===== config.mk =====
export PLATFORM = sky130hd
export DESIGN_NAME = alu
export DESIGN_NICKNAME = d
export VERILOG_FILES = /design/src/rtl/alu_pkg.sv /design/src/rtl/alu_addsub.sv /design/src/rtl/alu.sv
export SDC_FILE = /design/constraint.sdc
export NUM_CORES = 1
export LEC_CHECK = 0
export CAP_MARGIN = 15
export CORE_UTILIZATION = 29
export CTS_BUF_LIST = sky130_fd_sc_hd__clkbuf_4 sky130_fd_sc_hd__clkbuf_8 sky130_fd_sc_hd__clkbuf_16
export CTS_CLUSTER_DIAMETER = 50
export DETAILED_ROUTE_END_ITERATION = 16
export SLEW_MARGIN = 0
export SYNTH_ARGS = -nofsm -noshare
export SYNTH_HDL_FRONTEND = slang
export SYNTH_SLANG_ARGS = --single-unit

===== constraint.sdc =====
create_clock -name clk -period 5.5 [get_ports clk]
set_input_delay 1.1 -clock clk [delete_from_list [all_inputs] [get_ports clk]]
set_output_delay 1.1 -clock clk [all_outputs]
set_load 0.02 [all_outputs]

===== src/rtl/alu_pkg.sv =====
// Shared ALU definitions: operation codes and the fixed datapath width.
// Imported by alu and alu_addsub.
package alu_pkg;

    localparam int ALU_W = 32;

    typedef enum logic [1:0] {
        ALU_ADD = 2'b00,
        ALU_SUB = 2'b01,
        ALU_AND = 2'b10,
        ALU_OR  = 2'b11
    } alu_op_t;

endpackage


===== src/rtl/alu_addsub.sv =====
// Purpose: 33-bit adder/subtractor, SUB done as a + ~b + 1 on one carry chain.
// Latency: purely combinational, no state.
// Backpressure: none; output follows inputs continuously.
module alu_addsub
    import alu_pkg::*;
(
    input  logic [ALU_W-1:0] a,
    input  logic [ALU_W-1:0] b,
    input  logic             sub,
    output logic [ALU_W-1:0] sum,
    output logic             carry,
    output logic             overflow
);

    logic [ALU_W-1:0] b_eff;
    logic [ALU_W:0]   total;

    assign b_eff = sub ? ~b : b;
    assign total = {1'b0, a} + {1'b0, b_eff} + {{ALU_W{1'b0}}, sub};

    assign sum   = total[ALU_W-1:0];
    assign carry = total[ALU_W];

    // Signed overflow: operands agree in sign but the sum does not.
    assign overflow = (a[ALU_W-1] == b_eff[ALU_W-1]) && (sum[ALU_W-1] != a[ALU_W-1]);

endmodule


===== src/rtl/alu.sv =====
// Purpose: 32-bit ADD/SUB/AND/OR with registered result; ALU_FLAGS_EN adds zero/negative/carry/overflow registers.
// Latency: 1 cycle, register loads every edge; synchronous active-high reset has priority.
// Backpressure: none; no handshake or enable, a new operation is accepted every cycle.
module alu
    import alu_pkg::*;
(
    input  logic             clk,
    input  logic             reset,
    input  logic [1:0]       control,
    input  logic [ALU_W-1:0] A,
    input  logic [ALU_W-1:0] B,
    output logic [ALU_W-1:0] result
`ifdef ALU_FLAGS_EN
    ,
    output logic             zero,
    output logic             negative,
    output logic             carry,
    output logic             overflow
`endif
);

    alu_op_t          op;
    logic [ALU_W-1:0] as_sum;
    logic             as_carry;
    logic             as_ovf;
    logic [ALU_W-1:0] next_result;
    logic             is_arith;

    assign op       = alu_op_t'(control);
    assign is_arith = (op == ALU_ADD) || (op == ALU_SUB);

    alu_addsub u_addsub (
        .a        (A),
        .b        (B),
        .sub      (op == ALU_SUB),
        .sum      (as_sum),
        .carry    (as_carry),
        .overflow (as_ovf)
    );

    always_comb begin
        next_result = '0;
        case (op)
            ALU_ADD: next_result = as_sum;
            ALU_SUB: next_result = as_sum;
            ALU_AND: next_result = A & B;
            ALU_OR:  next_result = A | B;
        endcase
    end

    always_ff @(posedge clk) begin
        if (reset) begin
            result <= '0;
        end else begin
            result <= next_result;
        end
    end

`ifdef ALU_FLAGS_EN
    always_ff @(posedge clk) begin
        if (reset) begin
            zero     <= 1'b1;
            negative <= 1'b0;
            carry    <= 1'b0;
            overflow <= 1'b0;
        end else begin
            zero     <= (next_result == '0);
            negative <= next_result[ALU_W-1];
            carry    <= is_arith & as_carry;
            overflow <= is_arith & as_ovf;
        end
    end
`else
    // Adder status is only consumed by the flag registers.
    logic unused_status;
    assign unused_status = as_carry ^ as_ovf ^ is_arith;
`endif

endmodule


==> results_dict.tcl <==
set metrics [dict create \
    via_per_inst 5.27 \
    period_needed_ns 4.68 \
    port_buffers 99 \
    powerDensity_mw_per_mm2 236 \
    ys_ff_latch 32 \
    drtAntennaViolNets 0 \
    hold_ws_ns 1.46 \
    grt_overflow 0 \
    wl_mm 11.4 \
    antenna_found_initial 0 \
    root_buffer "clkbuf_16" \
    top_register "result" \
    critPathTopFamily "compound AO/OA/AOI/OAI gates" \
    syn_area_per_cell_sq_um 7.84 \
    synth.distinct_cells 65 \
    antenna_cells 0 \
    crit_path_frequent_cell "a21oi_1" \
    die_w_um 114 \
    status "completed" \
    min_period_over_period 0.850 \
    min_path_type "in -> reg" \
    end_kind "flop" \
    postPlaceCellArea_sq_mm 0.00474 \
    firstDrtPassIters 4 \
    drv_cap 0 \
    arrival_ns 4.85 \
    critPathLaunchType "input pin" \
    max_slew_margin 0.319 \
    critPathKind "in -> reg" \
    clk_pin_slew_worst_paths_ns 0.06 \
    p_leak_nw 1.91 \
    utilization 0.404 \
    track_usage 0.180 \
    crit_slowest_cell "clkdlybuf4s50_1" \
    wl_per_cell_um 16.0 \
    slew_violations 0 \
    vias 3750 \
    maxClockFrequency_mhz 214 \
    synthCells 464 \
    grt_pass1_vias 3814 \
    grt_start_max_net_pins 49 \
    post-dp-hpwl_mm 8.51 \
    nNetsFinal 647 \
    grt_first_pass_wirelength_mm 18.6 \
    setup_violations 0 \
    async_flop_share 0 \
    setup_tns_ns 0 \
    die_area_sq_mm 0.0130 \
    drive_gt1_frac 0.0460 \
    start_util 0.300 \
    synth_edf_count 0 \
    yosys_warnings 0 \
    rsz0062_at_grt "no" \
    core-area_sq_mm 0.0121 \
    required_ns 5.67 \
    areaGrowthSynthToFinish_pct 34.7 \
    largest_register_ff_count 32 \
    path_buf_inv 2 \
    cts_tree "built" \
    first_iter_violations 127 \
    placementRows 40 \
    drc 0 \
    hold_buffers 0 \
    clock_sink_count 32 \
    finalWeightedCongestion 0.894 \
    cts-buffers-inserted 5 \
    fillers 1285 \
    design_area_sq_mm 0.00490 \
    irDropWorstVdd_mv 0.118 \
    yosys_most_used_dff "dfxtp_1" \
    syn_area_sq_mm 0.00364 \
    htreeDepth 2 \
    worstMarginPinSlew_ns 1.02 \
    ys_seq_area_frac 0.176 \
    die_height_um 114 \
    cts_resized 0 \
    num_io_pins 100 \
    postCtsSetupBuffers 0 \
    largestRegisters "result: 32 flops" \
    synth_fp_nets 568 \
    crit_chain "clkdlybuf4s50_1 -> buf_4 -> nor3b_2 -> a21o_1 -> fa_1 -> a21o_1 -> a21oi_1 -> o21bai_1 -> a21oi_1 -> o21ai_0 -> a21oi_1 -> o21ai_0 -> xor2_1 -> a22o_1" \
    hold_violations 0 \
    critical-path-max-stage-delay_ns 0.48 \
    cp_max_fo 43 \
    cts_buffer_depth 2 \
]
-- worst paths after layout --
path,start,slack [ns],depth (start not counted),to
worst min-delay path,A[25],1.46,3,result[25]$_SDFF_PP0_
worst max-delay path,control[1],0.82,14,result[24]$_SDFF_PP0_
-- worst min-delay path: stages --
cell and delay [ns]:
clkdlybuf4s50_1 0.42, o21ai_0 0.11, a221oi_2 0.06
-- cell usage after synthesis, drive strengths merged (3+ instances only) --
master   n  area, sq um
a41oi    3         26.3
a22o     4         35.0
inv      9         33.8
a22oi    5         37.5
a21o    18          135
a211oi   7         52.6
clkbuf  22         82.6
xnor2   45          394
mux2i    5         50.1
nand2   40          150
and2     4         25.0
o211a    3         37.5
o21ai   26          141
a311oi   8         70.1
buf     11         51.3
a21oi   39          199
nand4   10         62.6
o21bai   6         45.0
xor2     6         52.6
or3      6         37.5
o21a     3         22.5
nor4     4         25.0
or2      3         18.8
nand3    6         30.0
ha      35          438
maj3    21          210
nor2    32          120
nor4b    4         35.0
nor3    11         55.1
dfxtp   32          641
nor3b    3         27.5
-- cells in the final DEF (no fill, tap or decap), drive strengths merged, types with 6 or more instances in the layout --
cell / instances
nor3: 11
nor2: 32
buf: 7
a211oi: 7
maj3: 21
nand4: 10
clkdlybuf4s50: 98
nand2: 40
inv: 9
o21ai: 26
or3: 6
xor2: 6
o21bai: 6
xnor2: 45
a21oi: 39
nand3: 6
clkbuf: 7
a311oi: 8
ha: 35
a21o: 18
dfxtp: 32
-- per-layer routing --
metal | track usage | wire (um) | vias up
met5 | 0 | 0 | -
met4 | 0.0571 | 199 | 0
met3 | 0.0361 | 730 | 11
met2 | 0.296 | 5190 | 98
met1 | 0.235 | 5240 | 1763
li1 | - | - | 1878
-- report_power, final --
part,internal (mW),switching [mW],leakage [nW]
Clock,0.190,0.112,0.0760
Sequential,0.263,0.00864,0.267
Combinational,0.270,0.313,1.56
-- metrics by stage --
step / setup WS (ns) / power (mW) / cells
after floorplan: 1.14 / 0.655 / 464
after global placement: 0.668 / 0.855 / 704
after detailed placement: 0.589 / 0.856 / 704
after CTS: 0.869 / 1.17 / 711
after global routing: 0.608 / 1.23 / 711
final: 0.825 / 1.16 / 711
-- layout make-up --
| type | instances | area, sq um | share of cell area |
|---|---|---|---|
| Timing Repair Buffer | 105 | 1030 | 0.211 |
| Clock buffer | 7 | 153 | 0.0312 |
| Sequential cell | 32 | 641 | 0.131 |
| Inverter | 9 | 33.8 | 0.00690 |
| Tap cell | 168 | 210 | 0.0429 |
| Multi-Input combinational cell | 390 | 2830 | 0.578 |
-- cell families after synthesis --
kind of cell,count (synthesis),synth area share
muxes,5,0.0138
xor gates and xnor gates,51,0.123
DFF,32,0.176
and+or+nand+nor,134,0.184
adders and majority gates,57,0.184
AOI/OAI and AO/OA,143,0.273
buffers and inverters,42,0.0461
Power figures use the tool's default switching activity.
